[src/rtl/vgascope_capture_ctrl.sv]
// Capture sequencer for the VGA scope push path: prescaled sampling, trigger,
// fixed-length burst into a small FIFO, and a gapped valid/ready drain.
module vgascope_capture_ctrl #(
  parameter int DEPTH = 8,
  parameter int DW    = 6,
  parameter int DIV_W = 16
) (
  input  logic                   clk,
  input  logic                   rst_n,
  input  logic                   cfg_enable,
  input  logic [DIV_W-1:0]       cfg_div,
  input  logic [1:0]             cfg_trig_mode,
  input  logic [DW-1:0]          cfg_trig_level,
  input  logic [6:0]             cfg_count,
  input  logic [DW-1:0]          sample_in,
  input  logic                   arm,
  input  logic                   frame_start,
  input  logic                   push_ready,
  output logic                   push_valid,
  output logic [DW-1:0]          push_data,
  output logic [1:0]             state,
  output logic [$clog2(DEPTH):0] fifo_level,
  output logic                   overflow,
  input  logic                   overflow_clr,
  output logic                   burst_done
);

  localparam int AW = $clog2(DEPTH);
  localparam int LW = AW + 1;

  typedef enum logic [2:0] {
    S_IDLE    = 3'd0,
    S_ARMED   = 3'd1,
    S_CAPTURE = 3'd2,
    S_HOLD    = 3'd3,
    S_DONE    = 3'd4
  } state_e;

  state_e           state_q, state_d;
  logic [DIV_W-1:0] presc_q, presc_d;
  logic [DW-1:0]    prev_q, prev_d;
  logic [6:0]       cnt_q, cnt_d;
  logic [AW-1:0]    wr_ptr_q, wr_ptr_d;
  logic [AW-1:0]    rd_ptr_q, rd_ptr_d;
  logic [LW-1:0]    level_q, level_d;
  logic             gap_q, gap_d;
  logic             ovf_q, ovf_d;
  logic             done_q, done_d;
  logic [DW-1:0]    mem_q [DEPTH];

  logic       tick;
  logic       rise;
  logic       fall;
  logic       fire;
  logic [6:0] burst_len;
  logic [6:0] cnt_inc;
  logic       wr_req;
  logic       full;
  logic       wr_en;
  logic       drop;
  logic       pop;

  // A live cfg_div lowered below the running count still ticks at once
  // instead of waiting for the counter to wrap through 2^DIV_W.
  assign tick      = (state_q != S_IDLE) && (presc_q >= cfg_div);
  assign burst_len = (cfg_count == 7'd0) ? 7'd64 : cfg_count;
  assign cnt_inc   = cnt_q + 7'd1;
  assign rise      = (prev_q < cfg_trig_level) && (sample_in >= cfg_trig_level);
  assign fall      = (prev_q >= cfg_trig_level) && (sample_in < cfg_trig_level);

  always_comb begin
    case (cfg_trig_mode)
      2'b00:   fire = 1'b1;
      2'b10:   fire = fall;
      default: fire = rise;
    endcase
  end

  always_comb begin
    state_d = state_q;
    cnt_d   = cnt_q;
    prev_d  = prev_q;
    wr_req  = 1'b0;
    done_d  = 1'b0;
    case (state_q)
      S_IDLE: state_d = S_ARMED;
      S_ARMED: begin
        if (tick) begin
          prev_d = sample_in;
          if (fire) begin
            wr_req = 1'b1;
            cnt_d  = 7'd1;
            if (7'd1 >= burst_len) begin
              done_d  = 1'b1;
              state_d = S_HOLD;
            end else begin
              state_d = S_CAPTURE;
            end
          end
        end
      end
      S_CAPTURE: begin
        if (tick) begin
          prev_d = sample_in;
          wr_req = 1'b1;
          cnt_d  = cnt_inc;
          if (cnt_inc >= burst_len) begin
            done_d  = 1'b1;
            state_d = S_HOLD;
          end
        end
      end
      S_HOLD: begin
        if (frame_start) state_d = (cfg_trig_mode == 2'b11) ? S_DONE : S_ARMED;
      end
      S_DONE: begin
        if (arm) state_d = S_ARMED;
      end
      default: state_d = S_IDLE;
    endcase
    if (!cfg_enable) begin
      state_d = S_IDLE;
      cnt_d   = 7'd0;
      prev_d  = prev_q;
      wr_req  = 1'b0;
      done_d  = 1'b0;
    end
  end

  // Full is judged on the registered level, so a same-cycle pop never frees room.
  assign full       = (level_q == LW'(DEPTH));
  assign wr_en      = wr_req && !full;
  assign drop       = wr_req && full;
  assign push_valid = (level_q != '0) && !gap_q;
  assign pop        = push_valid && push_ready;

  always_comb begin
    presc_d  = (state_q == S_IDLE || tick) ? '0 : presc_q + 1'b1;
    wr_ptr_d = wr_en ? wr_ptr_q + 1'b1 : wr_ptr_q;
    rd_ptr_d = pop ? rd_ptr_q + 1'b1 : rd_ptr_q;
    gap_d    = pop;
    level_d  = level_q;
    if (wr_en && !pop)      level_d = level_q + 1'b1;
    else if (!wr_en && pop) level_d = level_q - 1'b1;
    ovf_d = ovf_q;
    if (overflow_clr) ovf_d = 1'b0;
    if (drop)         ovf_d = 1'b1;
    if (!cfg_enable) begin
      presc_d  = '0;
      wr_ptr_d = '0;
      rd_ptr_d = '0;
      gap_d    = 1'b0;
      level_d  = '0;
    end
  end

  always_ff @(posedge clk) begin
    if (!rst_n) begin
      state_q  <= S_IDLE;
      presc_q  <= '0;
      prev_q   <= '0;
      cnt_q    <= '0;
      wr_ptr_q <= '0;
      rd_ptr_q <= '0;
      level_q  <= '0;
      gap_q    <= 1'b0;
      ovf_q    <= 1'b0;
      done_q   <= 1'b0;
    end else begin
      state_q  <= state_d;
      presc_q  <= presc_d;
      prev_q   <= prev_d;
      cnt_q    <= cnt_d;
      wr_ptr_q <= wr_ptr_d;
      rd_ptr_q <= rd_ptr_d;
      level_q  <= level_d;
      gap_q    <= gap_d;
      ovf_q    <= ovf_d;
      done_q   <= done_d;
    end
  end

  always_ff @(posedge clk) begin
    if (wr_en) mem_q[wr_ptr_q] <= sample_in;
  end

  // Empty FIFO presents zero so the output is defined before the first write.
  assign push_data  = (level_q != '0) ? mem_q[rd_ptr_q] : '0;
  assign fifo_level = level_q;
  assign overflow   = ovf_q;
  assign burst_done = done_q;

  always_comb begin
    case (state_q)
      S_ARMED:           state = 2'b01;
      S_CAPTURE, S_HOLD: state = 2'b10;
      S_DONE:            state = 2'b11;
      default:           state = 2'b00;
    endcase
  end

endmodule

[config.mk]
export PLATFORM = sky130hd
export DESIGN_NAME = vgascope_capture_ctrl
export DESIGN_NICKNAME = d
export VERILOG_FILES = /design/src/rtl/vgascope_capture_ctrl.sv
export SDC_FILE = /design/constraint.sdc
export NUM_CORES = 1
export LEC_CHECK = 0
export CAP_MARGIN = 20
export CORE_AREA = 8 8 105 107
export CTS_BUF_LIST = sky130_fd_sc_hd__clkbuf_8 sky130_fd_sc_hd__clkbuf_16
export DETAILED_ROUTE_END_ITERATION = 10
export DIE_AREA = 0 0 113 115
export GPL_ROUTABILITY_DRIVEN = 0
export GPL_TIMING_DRIVEN = 0
export PLACE_DENSITY_LB_ADDON = 0.1
export SLEW_MARGIN = 20
export SYNTH_ARGS = -nofsm -noshare
export SYNTH_HDL_FRONTEND = slang
export SYNTH_SLANG_ARGS = --single-unit
[constraint.sdc]
create_clock -name clk -period 4.4 [get_ports clk]
set_input_delay 0.88 -clock clk [delete_from_list [all_inputs] [get_ports clk]]
set_output_delay 0.88 -clock clk [all_outputs]
set_load 0.005 [all_outputs]
After elaboration in Yosys (flattened, before gate mapping)
Memory sizes are Yosys's and may differ from the RTL's. A register that Yosys moved wholly into a read port is not among the register bits.
Cells that the tools add are included.
{"block": "word_totals", "mem_count": 1, "mem_bits_rw": 48, "output_inout_bits": 15, "elab_cells": 104, "reg_bits": 45}
{"memory": "mem_q", "words": 8, "word_bits": 6, "read_ports": 1, "rd_ports_with_merged_regs": 1, "wr": 1, "line_no": "49", "text": "logic [DW-1:0] mem_q [DEPTH];"}
{"block": "op_classes", "n_lt_le_gt_ge": 7, "n_mux": 36, "reduce_logical": 29, "n_addsub": 6, "n_bitwise": 2, "eq_ne": 13}
{"operator": "2-to-1 mux 7 bit", "n": 4}
{"operator": "2-to-1 mux 3 bit", "n": 9}
{"operator": "adder 16 x 1 -> 16 bit, second input constant", "n": 1}
{"operator": "greater-or-equal comparator 16 bit", "n": 1}
{"operator": "one-hot mux 3 bit (5 select lines)", "n": 1}
{"operator": "2-to-1 mux 1 bit", "n": 14}
{"operator": "one-hot mux 7 bit (2 select lines)", "n": 1}
{"operator": "greater-or-equal comparator 6 bit", "n": 2}
{"operator": "less-than comparator 6 bit", "n": 2}
{"operator": "!= test 2 bit, second input constant", "n": 6}
{"operator": "logical AND 1 bit", "n": 9}
{"operator": "2-to-1 mux 4 bit", "n": 2}
{"operator": "adder 7 x 1 -> 7 bit, second input constant", "n": 1}
{"operator": "greater-or-equal comparator 1 x 7 -> 1 bit, first input constant", "n": 1}
{"operator": "greater-or-equal comparator 7 bit", "n": 1}
{"operator": "zero test 7 bit", "n": 1}
{"operator": "adder 3 x 1 -> 3 bit, second input constant", "n": 2}
{"operator": "equality test 3 x 2 -> 1 bit, second input constant", "n": 2}
{"operator": "2-to-1 mux 6 bit", "n": 1}
{"operator": "one-hot mux 1 bit (2 select lines)", "n": 3}
{"operator": "one-hot mux 2 bit (3 select lines)", "n": 1}
{"operator": "AND reduction 6 bit", "n": 1}
{"operator": "nonzero test 2 bit", "n": 3}
{"operator": "adder 4 x 1 -> 4 bit, second input constant", "n": 1}
{"operator": "other kinds (17)", "n": 23}

Depth between registers and ports, before layout
{"block": "logic_depth", "ltp_word": 12, "depth_mapped": 17, "mapped_depth_nobuf": 17}

Least setup slack after synthesis
No wires, ideal clock.
{"block": "synth_path", "path_type": "input port to flip-flop", "start": "input port cfg_div[6]", "end": "register level_q[3], in the netlist fifo_level[3]", "setup_slack_ps": 428, "arrival_time_ps": 3902, "cell_stages": 17, "setup_ps": 71, "path_cell_list": "inv_1 > ha_1 > and3_1 > a221oi_2 > o21ai_2 > a311oi_4 > a21oi_4 > o211ai_4 > inv_4 > ha_1 > inv_1 > ha_1 > a21o_1 > a21oi_1 > xnor2_1 > or3_1 > a21oi_1"}
{"block": "synth_via", "elab_chain_len": 9}
{"element": "from (decl)", "line_no": "11", "text": "input logic [DIV_W-1:0] cfg_div,"}
{"element": "greater-or-equal comparator 16 bit (*)", "line_no": "65", "text": "assign tick = (state_q != S_IDLE) && (presc_q >= cfg_div);"}
{"element": "logical AND 1 bit (*)", "line_no": "65"}
{"element": "2-to-1 mux 1 bit (on tied branches)", "line_no": "103, 88"}
{"element": "one-hot mux 1 bit (2 select lines) (*)", "line_no": "85", "text": "case (state_q)"}
{"element": "2-to-1 mux 1 bit (*)", "line_no": "121", "text": "if (!cfg_enable) begin"}
{"element": "logical AND 1 bit (*)", "line_no": "132", "text": "assign wr_en = wr_req && !full;"}
{"element": "net wr_en", "line_no": "59", "text": "logic wr_en;"}
{"element": "zero test 1 bit", "line_no": "144", "text": "else if (!wr_en && pop) level_d = level_q - 1'b1;"}
{"element": "logical AND 1 bit", "line_no": "144"}
{"element": "nonzero test 2 bit (no source line)"}
{"element": "to (signal assigned)", "line_no": "176", "text": "level_q <= level_d;"}
{"element": "to (decl)", "line_no": "45", "text": "logic [LW-1:0] level_q, level_d;"}
The timed path passes the listed nets; every way through them passes the cells marked *.
A chain may end at the register's enable or synchronous reset.

Worst setup path in the final report
{"block": "layout_path", "start": "input port sample_in[3]", "end": "register level_q[3], in the netlist fifo_level[3]"}
{"block": "layout_via", "elab_chain_len": 11}
{"element": "from (decl)", "line_no": "15", "text": "input logic [DW-1:0] sample_in,"}
{"element": "greater-or-equal comparator 6 bit or less-than comparator 6 bit (tied branches)", "line_no": "68, 69"}
{"element": "logical AND 1 bit (on tied branches)", "line_no": "68, 69"}
{"element": "one-hot mux 1 bit (2 select lines) (*)", "line_no": "72", "text": "case (cfg_trig_mode)"}
{"element": "2-to-1 mux 1 bit (*)", "line_no": "90", "text": "if (fire) begin"}
{"element": "2-to-1 mux 1 bit (*)", "line_no": "88", "text": "if (tick) begin"}
{"element": "one-hot mux 1 bit (2 select lines) (*)", "line_no": "85"}
{"element": "2-to-1 mux 1 bit (*)", "line_no": "121"}
{"element": "logical AND 1 bit (*)", "line_no": "132"}
{"element": "net wr_en", "line_no": "59"}
{"element": "zero test 1 bit", "line_no": "144"}
{"element": "logical AND 1 bit", "line_no": "144"}
{"element": "nonzero test 2 bit (no source line)"}
Marks and branches as above.

==> impl_metrics.csv <==
group,metric,value,unit
outcome,status,"completed",
detailed_routing,first_pass_iters,4,
worst_setup_path,path_depth,17,
grt,grtUsageMet2,27.9,%
worst_setup_path,cp_cell_sequence,"clkdlybuf4s50_1 -> ha_1 -> a21oi_1 -> o21a_1 -> o21ai_0 -> o211ai_1 -> a22oi_2 -> o211ai_4 -> inv_4 -> ha_1 -> inv_1 -> ha_1 -> a21o_1 -> a21oi_1 -> xnor2_1 -> or3_1 -> a21oi_1",
sta,min_period,4.18,ns
min_path,hp-class,"reg2reg",
cts,cts_num_sinks,96,
worst_setup_path,regToRegStartpoint,"presc_q[0]",
layout,n_fill_cell,754,
worst_setup_path,max_stage_delay,0.65,ns
worst_setup_path,critical_path.endpoint_type,"register",
synthesis,ys_ff_latch,96,
grt,antenna_found_initial,0,
worst_setup_path,critical_path_class,"in2reg",
sta,slew_headroom,30.6,%
placement,port_buffers,58,
detailed_routing,wl_per_cell,15.5,um
detailed_routing,drc,0,
grt,met3_usage,3.36,%
synthesis,yosys_warnings,0,
worst_setup_path,cp.arrival,4.48,ns
grt,grt_pass1_wl,16400,um
layout,drive_gt1_share,10.3,%
detailed_routing,ant_nets,0,
worst_setup_path,critical_path_required,4.70,ns
sta,hold_slack,0.486,ns
worst_setup_path,critPathBufInv,3,
worst_setup_path,startpoint_type,"input pin",
power,p_leak,2.30,nW
cts,clockBufferDepth,2,
detailed_routing,drt_iter0_markers,146,
placement,dp_cells,622,
layout,layout.cells.non_filler,646,
sta,slew_violations,0,
layout,fin_util,63.7,%
layout,final_common_cell,"clkdlybuf4s50_1",
grt,met1_usage,17.9,%
synthesis,synth_cell_types,54,
grt,grt_pass1_vias,3522,
worst_setup_path,endpoint,"fifo_level[3]",
placement,dp_hpwl,7670,um
floorplan,io-pin-count,59,
sta,worst_pin_slew,1.03,ns
cts,clock_latency,0.36,ns
worst_setup_path,crit_path_max_fanout,10,
placement,dpl_worst_slack,-0.526,ns
detailed_routing,vias,3581,
sta,setup_tns,0,ns
cts,tritoncts,"done",
floorplan,start_util,52.8,%
detailed_routing,drt-total-wl,10000,um
cts,numCtsBuffers,9,
detailed_routing,vias_per_cell,5.54,
placement,place_area,5760,um^2
power,total_power,1.63,mW
synthesis,syn_area,5000,um^2
grt,grt_max_degree,19,
worst_setup_path,r2r_slack,0.86,ns
floorplan,die_x,113,um
layout,fin_nets,614,
sta,finalHoldViolations,0,
synthesis,synthArstFlopShare,0,%
synthesis,yosysSeqAreaShare,48.1,%
sta,fmax,0.239,GHz
sta,setup_violations,0,
sta,clock_skew,0.0120,ns
cts,cts-root-buf,"clkbuf_8",
layout,area_growth,20.5,%
cts,path_clk_slew,0.10,ns
flow_run,max-cap-violations,0,
power,power.density,271,nW/um^2
worst_setup_path,crit_start,"sample_in[3]",
layout,final_cell_mix,"56 x clkdlybuf4s50_1, 48 x dfxtp_1, 48 x edfxtp_1, 43 x nor2_1, 42 x ha_1",
sta,setup_slack,0.218,ns
layout,stdcell_area,6020,um^2
synthesis,avgSynthCellArea,11.1,um^2
sta,period_share,95.0,%
synthesis,synth_ff_type,"edfxtp_1",
worst_setup_path,crit_slowest_cell,"clkdlybuf4s50_1",
synthesis,synth_enable_flop_cells,48,
synthesis,syn-num-nets,536,
floorplan,die_y,115,um
floorplan,fp-row-count,36,
floorplan,core-area,9460,um^2
layout,diodes,0,
power,vdd_drop_max,136,uV
grt,overflow,0,
worst_setup_path,reg2reg_depth,17,
worst_setup_path,path_delay_family,"compound AO/OA/AOI/OAI gates",
cts,cts-hold-fix-buffers,0,
synthesis,synthCells,449,
floorplan,die-area,13000,um^2
grt,grt_busiest_layer,"met2",
cts,cts_htree_levels,3,
grt,gr-usage-all-layers,15.6,%
worst_setup_path,r2r-end,"fifo_level[3]",
==> cells by family (layout without fill, tap and decap cells) <==
kind of cell	after synthesis	in the layout	synth area share, %
adder cells (fa/ha/maj)	43	43	10.9
AND/OR/NAND/NOR	142	142	13.8
flip-flops	96	96	48.1
buffers and inverters	48	131	3.83
XOR/XNOR	24	24	4.21
AO/OA/AOI/OAI	67	67	10.4
multiplexers	29	29	8.82
==> area by class of cell <==
| class | count | area (um^2) | share of cell area [%] |
|---|---|---|---|
| Clock buffer | 10 | 138 | 2.29 |
| Tap cell | 114 | 143 | 2.37 |
| Inverter | 37 | 141 | 2.35 |
| Multi-Input combinational cell | 305 | 2440 | 40.5 |
| Timing Repair Buffer | 67 | 651 | 10.8 |
| Clock inverter | 6 | 57.6 | 0.956 |
| Buffer | 11 | 50.0 | 0.831 |
| Sequential cell | 96 | 2400 | 39.9 |
==> synth_stat cells (5+ instances only) <==
master    number  area (um^2)
nor2b_1        8         50.1
inv_1         36          135
nor4_1         6         37.5
xor2_1        15          131
a32o_1         5         50.1
ha_1          42          526
clkbuf_1       7         26.3
nor2_1        43          161
and3_1         8         50.1
o21ai_0        6         30.0
nand3_1       13         65.1
dfxtp_1       48          961
nand2b_1       8         50.1
mux4_2        12          270
edfxtp_1      48         1440
nand2_1       33          124
mux2i_1       17          170
nand4_1        5         31.3
nor3_1         6         30.0
xnor2_1        9         78.8
a21oi_1       23          115
==> flip-flops by register name, indices dropped and copies added (netlist names), named ones only <==
register / flops
mem_q: 48
rd_ptr_q: 3
fifo_level: 4
gap_q: 1
burst_done: 1
wr_ptr_q: 3
prev_q: 6
state_q: 3
overflow: 1
presc_q: 16
cnt_q: 7
==> worst reg2reg max path, delay by kind of cell, from the launching register on <==
| family | cells | cell delay, ns |
|---|---|---|
| compound gates | 8 | 1.53 |
| flops | 1 | 0.40 |
| xor+xnor | 1 | 0.10 |
| fa+ha+maj | 3 | 0.73 |
| simple gates | 2 | 0.46 |
| buf+inv | 3 | 0.26 |
==> metal layers <==
metal  vias to the layer above  part of all wire, %  routed length [um]
li1                       1785                    -                   -
met1                      1723                   43                4290
met2                        59                   52                5220
met3                        14                  3.5                 354
met4                         0                  1.7                 174
met5                         -                    0                   0
==> how the worst min path moves through the flow <==
stage	start	end	slack, ns	cells past startpoint
global route	presc_q[0]	presc_q[0]	0.51	1
CTS	presc_q[0]	presc_q[0]	0.49	1
floorplan	presc_q[0]	presc_q[0]	0.44	1
finish	presc_q[0]	presc_q[0]	0.49	1
detailed placement	presc_q[0]	presc_q[0]	0.47	1
global placement	presc_q[0]	presc_q[0]	0.46	1
==> power breakdown <==
group	internal [mW]	total [mW]	switching (mW)
Clock	0.235	0.567	0.332
Combinational	0.0668	0.127	0.0607
Sequential	0.938	0.939	0.00105
==> what timing repair did <==
action                     4_1_cts  5_1_grt
setup endpoints to repair        1        1
setup buffers                    1        7
resized for setup                1        2
pin swaps                        1        3
Power figures use the tool's default switching activity.
==> edit 1, RTL diff (config.mk and constraints unchanged) <==
Re-encode `state_e` (5 states) as Gray code, 3 bits wide.
--- a/src/rtl/vgascope_capture_ctrl.sv
+++ b/src/rtl/vgascope_capture_ctrl.sv
@@ -31,7 +31,7 @@
   typedef enum logic [2:0] {
-    S_IDLE    = 3'd0,
-    S_ARMED   = 3'd1,
-    S_CAPTURE = 3'd2,
-    S_HOLD    = 3'd3,
-    S_DONE    = 3'd4
+    S_IDLE    = 3'b000,
+    S_ARMED   = 3'b001,
+    S_CAPTURE = 3'b011,
+    S_HOLD    = 3'b010,
+    S_DONE    = 3'b110
   } state_e;
Formal check against the unedited RTL: no difference found for any inputs over 4 cycles, from zero or initial values and one cycle with rst_n low; so few cycles prove little.
==> edit 1 against the unedited design <==
  * Core utilization fell by 0.62 points
  * Synthesized area rose by 0.23%
  * Final area fell by 0.98%
  * Power fell by 2.3%
  * Via count rose by 3.0%
  * Wire length rose by 3.6%
  * Setup slack improved by 0.017 ns
  * Count of clock-buffer cells in the layout rose by 1
  * Sequential cell count did not move
  * Non-clock buffer count fell by 4
==> edit 1: results (changes against the unedited design) <==
| Metric | Value |
|---|---|
| Leak | `2.27 nW (-1.2%)` |
| Initial antenna violation count | `0 (unchanged)` |
| WL final | `10.4 mm (+3.6%)` |
| Detailed Place HPWL | `7.96 mm (+3.8%)` |
| Slowest-stage cell, CP | `clkdlybuf4s50_1` |
| Post-DP Area | `5740 um^2 (-0.33%)` |
| Sw Ratio | `0.228 (-0.0133)` |
| Via count | `3,687 (+3.0%)` |
| Post-Syn Nets | `561 (+4.7%)` |
| Worst Skew | `0.0106 ns (-0.00140 ns)` |
| H-tree depth | `3 (unchanged)` |
| Met2 GRT Util | `0.288 (+0.00833)` |
| Clk Latency, worst-skew pair | `0.36 ns (about the same)` |
| Total inserted antenna cells | `0 (unchanged)` |
| Most frequent cells after synthesis | `nor2_1 (51), dfxtp_1 (48), edfxtp_1 (48), ha_1 (42), inv_1 (38)` |
| M1 WL | `4.77 mm (+11%)` |
| GRT Util Overall | `0.166 (+0.0108)` |
| DR pass1 iterations | `4 (unchanged)` |
| Wire length on met2 | `5.11 mm (-2.1%)` |
| Cts bufs inserted | `9 (unchanged)` |
| Netlist cell types | `52 (-3.7%)` |
| Clock-pin slew on the worst setup and hold paths | `about 0.090 ns` |
| Met1 usage | `0.198 (+0.0194)` |
| Synth area leaders | `edfxtp_1 (29%), dfxtp_1 (19%), ha_1 (10%)` |
| RR Startpoint | `presc_q[0]` |
| Global-route wire length before repair | `17.4 mm (+6.1%)` |
| Peak per-stage delay on the critical path | `0.60 ns (-0.05 ns)` |
| Clock group share of total power | `0.337 (-0.010)` |
| GR Util met3 | `0.0357 (+0.00210)` |
| Register share of total power | `0.589 (+0.014)` |
| Top Metal Used | `met4` |
| VDD IR max | `140 uV (+2.7%)` |
| Initial DRC Count | `134 (-8.2%)` |
| Hold Crit Start | `prev_q[0]` |
| Worst slew pin tran | `1.05 ns (+0.0154 ns)` |
| Layout cells sized above 1 | `0.0838 (-0.0196)` |
| Worst min path class | `flip-flop to flip-flop` |
| Seq/Total Area, Yosys | `0.480 (-0.00108)` |
| PD cells | `268 nW/um^2 (-1.4%)` |
| Worst Setup SP | `sample_in[1]` |
| Worst Path Arrival | `4.46 ns (-0.02 ns)` |
| Net count, final | `631 (+2.8%)` |
| Largest net degree at the start of global routing | `17 (-2)` |
| Synth Warn # | `0 (unchanged)` |
| Outcome | `finished, final reports clean` |
| Met3 WL | `383 um (+8.2%)` |
| Port bufs | `58 (unchanged)` |
| Root buf cell | `clkbuf_8` |
[edit 1: cell types whose count changed in the layout (fill, tap and decap cells not counted), moves of 4 or more]
cell / delta
nand3_1: +18
o21ai_0: +12
mux2i_1: -8
nor2_1: +8
a21oi_1: +7
buf_4: -7
nor2b_1: -6
a32o_1: -5
o21a_1: -4
[edit 1: cell families (layout without fill, tap and decap cells)]
group,after synthesis,count (layout),share of synthesized area
buf+inv,53,128,0.0420
xor+xnor,24,24,0.0420
fa+ha+maj,43,43,0.109
compound gates,69,69,0.0837
flops,96,96,0.480
simple gates,168,168,0.172
mux,21,21,0.0720
[edit 1: per-stage QoR]
stage,hold slack (ns),utilization,cells,worst slack (ns)
2_1_floorplan,0.436,-,474,0.465
3_3_place_gp,0.448,0.606,646,-0.679
3_5_place_dp,0.464,0.606,646,-0.775
4_1_cts,0.476,0.629,663,0.0989
5_1_grt,0.495,0.630,663,0.0185
6_report,0.475,0.630,663,0.235
[edit 1: final cells by class]
cell class              instances  area, um^2
fillers                       780        3500
plain buffers                  15        67.6
repair buffers                 59         601
clock buffers                  11         151
well taps                     114         143
flip-flops and latches         96        2400
multi-input cells             325        2420
inverters                      38         143
clock inverters                 5        32.5
[edit 1: timing repair]
action / in CTS / in global routing
gates resized for setup: 3 / 5
setup endpoints to repair: 14 / 5
pin swaps: 1 / 0
buffers inserted: 1 / 0
[edit 1: critical path, delay by kind of cell]
family,cells,cell delay [ns]
simple gates,5,0.78
compound gates,5,1.10
xor+xnor,1,0.10
fa+ha+maj,3,0.86
buf+inv,2,0.72
[edit 1: path summary, 6_finish.rpt]
check	endpoint	slack, ns	cells past startpoint
min reg2reg	prev_q[0]	0.48	2
max	fifo_level[3]	0.23	16
min	prev_q[0]	0.48	2
max reg2reg	fifo_level[3]	0.82	16
==> edit 2, RTL diff (same settings) <==
Without the edit above. The parameter `DW` goes from 6 to 3.
--- a/src/rtl/vgascope_capture_ctrl.sv
+++ b/src/rtl/vgascope_capture_ctrl.sv
@@ -4,3 +4,3 @@
   parameter int DEPTH = 8,
-  parameter int DW    = 6,
+  parameter int DW    = 3,
   parameter int DIV_W = 16
Ports: changed (resized cfg_trig_level, push_data and sample_in); port bits go from 59 to 50. The function was not compared with the original's and may differ.
==> edit 2 against the unedited design <==
  * Global-route usage down 1.8 points
  * Hold slack got worse by 0.0013 ns
  * Core utilization down 13 points
  * Critical path depth did not move
  * Wire length decreased by 16%
  * Setup slack lost 0.038 ns
  * Power fell by 18%
  * Final area shrank 20%
  * Sequential cell count is 27 lower
  * Clock skew is essentially flat
  * Sequential power shrank 29%
  * Synthesized area is 21% lower
==> edit 2: results (changes against the unedited design) <==
| Metric | Value |
|---|---|
| Buffer share of cell area | `0.110 (-0.00654)` |
| Total placed cells including tap cells | `557 (-10%)` |
| WL final | `8.39 mm (-16%)` |
| Netlist cell types | `60 (+11%)` |
| Port bufs | `49 (-16%)` |
| Setup WS pre-CTS | `-0.426 ns (+0.100 ns)` |
| Leak | `1.83 nW (-20%)` |
| Post-DP Area | `4570 um^2 (-21%)` |
| XOR/XNOR Fraction of Synth Area | `0.0556 (+0.0135)` |
| Detailed Place HPWL | `6.48 mm (-15%)` |
| P_sw | `343 uW (-13%)` |
| Clock tree cell share of total cell area | `0.0429 (+0.0105)` |
| Fin cells | `573 (-11%)` |
| Max-slew headroom | `0.480 (+0.174)` |
| Most frequent cells after synthesis | `dfxtp_1 (45), ha_1 (36), inv_1 (35), nor2_1 (31), nand2_1 (30)` |
| Sequential group power | `662 uW (-29%)` |
| VDD IR max | `218 uV (+60%)` |
| Initial DRC Count | `167 (+14%)` |
| M1 WL | `3.98 mm (-7.3%)` |
| Multi-input gates | `282 (-7.5%)` |
| Multiplexer share of the synthesized area | `0.0597 (-0.0284)` |
| Largest regs | `mem_q (24), presc_q (16), cnt_q (7)` |
| Largest net degree at the start of global routing | `15 (-4)` |
| Post-Syn Nets | `469 (-13%)` |
| Final Core Density | `0.508 (-0.128)` |
| Clk pwr | `544 uW (-4.1%)` |
| Wire length on met2 | `3.92 mm (-25%)` |
| Worst Path Arrival | `4.50 ns (+0.02 ns)` |
| Nonclk buf count | `57 (-27%)` |
| Outcome | `finished, final reports clean` |
| Net count, final | `529 (-14%)` |
| P_int | `996 uW (-20%)` |
| Global-route wire length before repair | `14.5 mm (-12%)` |
| Post-CTS setup buffer count | `0 (-1)` |
| Sink Count | `69 (-28%)` |
| Met2 GRT Util | `0.231 (-0.0484)` |
| Fraction of area in multi-input gates | `0.453 (+0.0479)` |
| Post-synthesis compound-gate area fraction | `0.124 (+0.0202)` |
| Seq/Total Area, Yosys | `0.412 (-0.0690)` |
| GRT Util Overall | `0.138 (-0.0178)` |
| Adder-cell share of the synthesized area | `0.119 (+0.0103)` |
| Clock-pin slew on the worst setup and hold paths | `0.08 ns (-0.02 ns)` |
[edit 2: timing repair]
item / 4_1_cts / 5_1_grt
hold buffers: 0 / 0
endpoints found under the setup margin: 1 / 1
gates resized for setup: 1 / 3
[edit 2: critical path, stage by stage]
cell and delay [ns]:
clkdlybuf4s50_1 0.46, inv_1 0.04, ha_1 0.29, and4_4 0.27, o2111ai_2 0.14, o32a_4 0.37
a21boi_4 0.35, nand3_4 0.19, inv_1 0.10, ha_1 0.18, inv_1 0.09, ha_1 0.27
a21o_1 0.17, a21oi_1 0.16, xnor2_1 0.09, or3_1 0.30, a21oi_1 0.13
[edit 2: path summary, 6_finish.rpt]
kind | slack (ns) | end | cells after the start | start
hold reg to reg | 0.48 | flip-flop | 2 | rd_ptr_q[1]
hold / removal | 0.48 | flip-flop | 2 | rd_ptr_q[1]
setup reg to reg | 0.84 | fifo_level[3] | 15 | presc_q[13]
setup / recovery | 0.18 | fifo_level[3] | 17 | cfg_div[13]
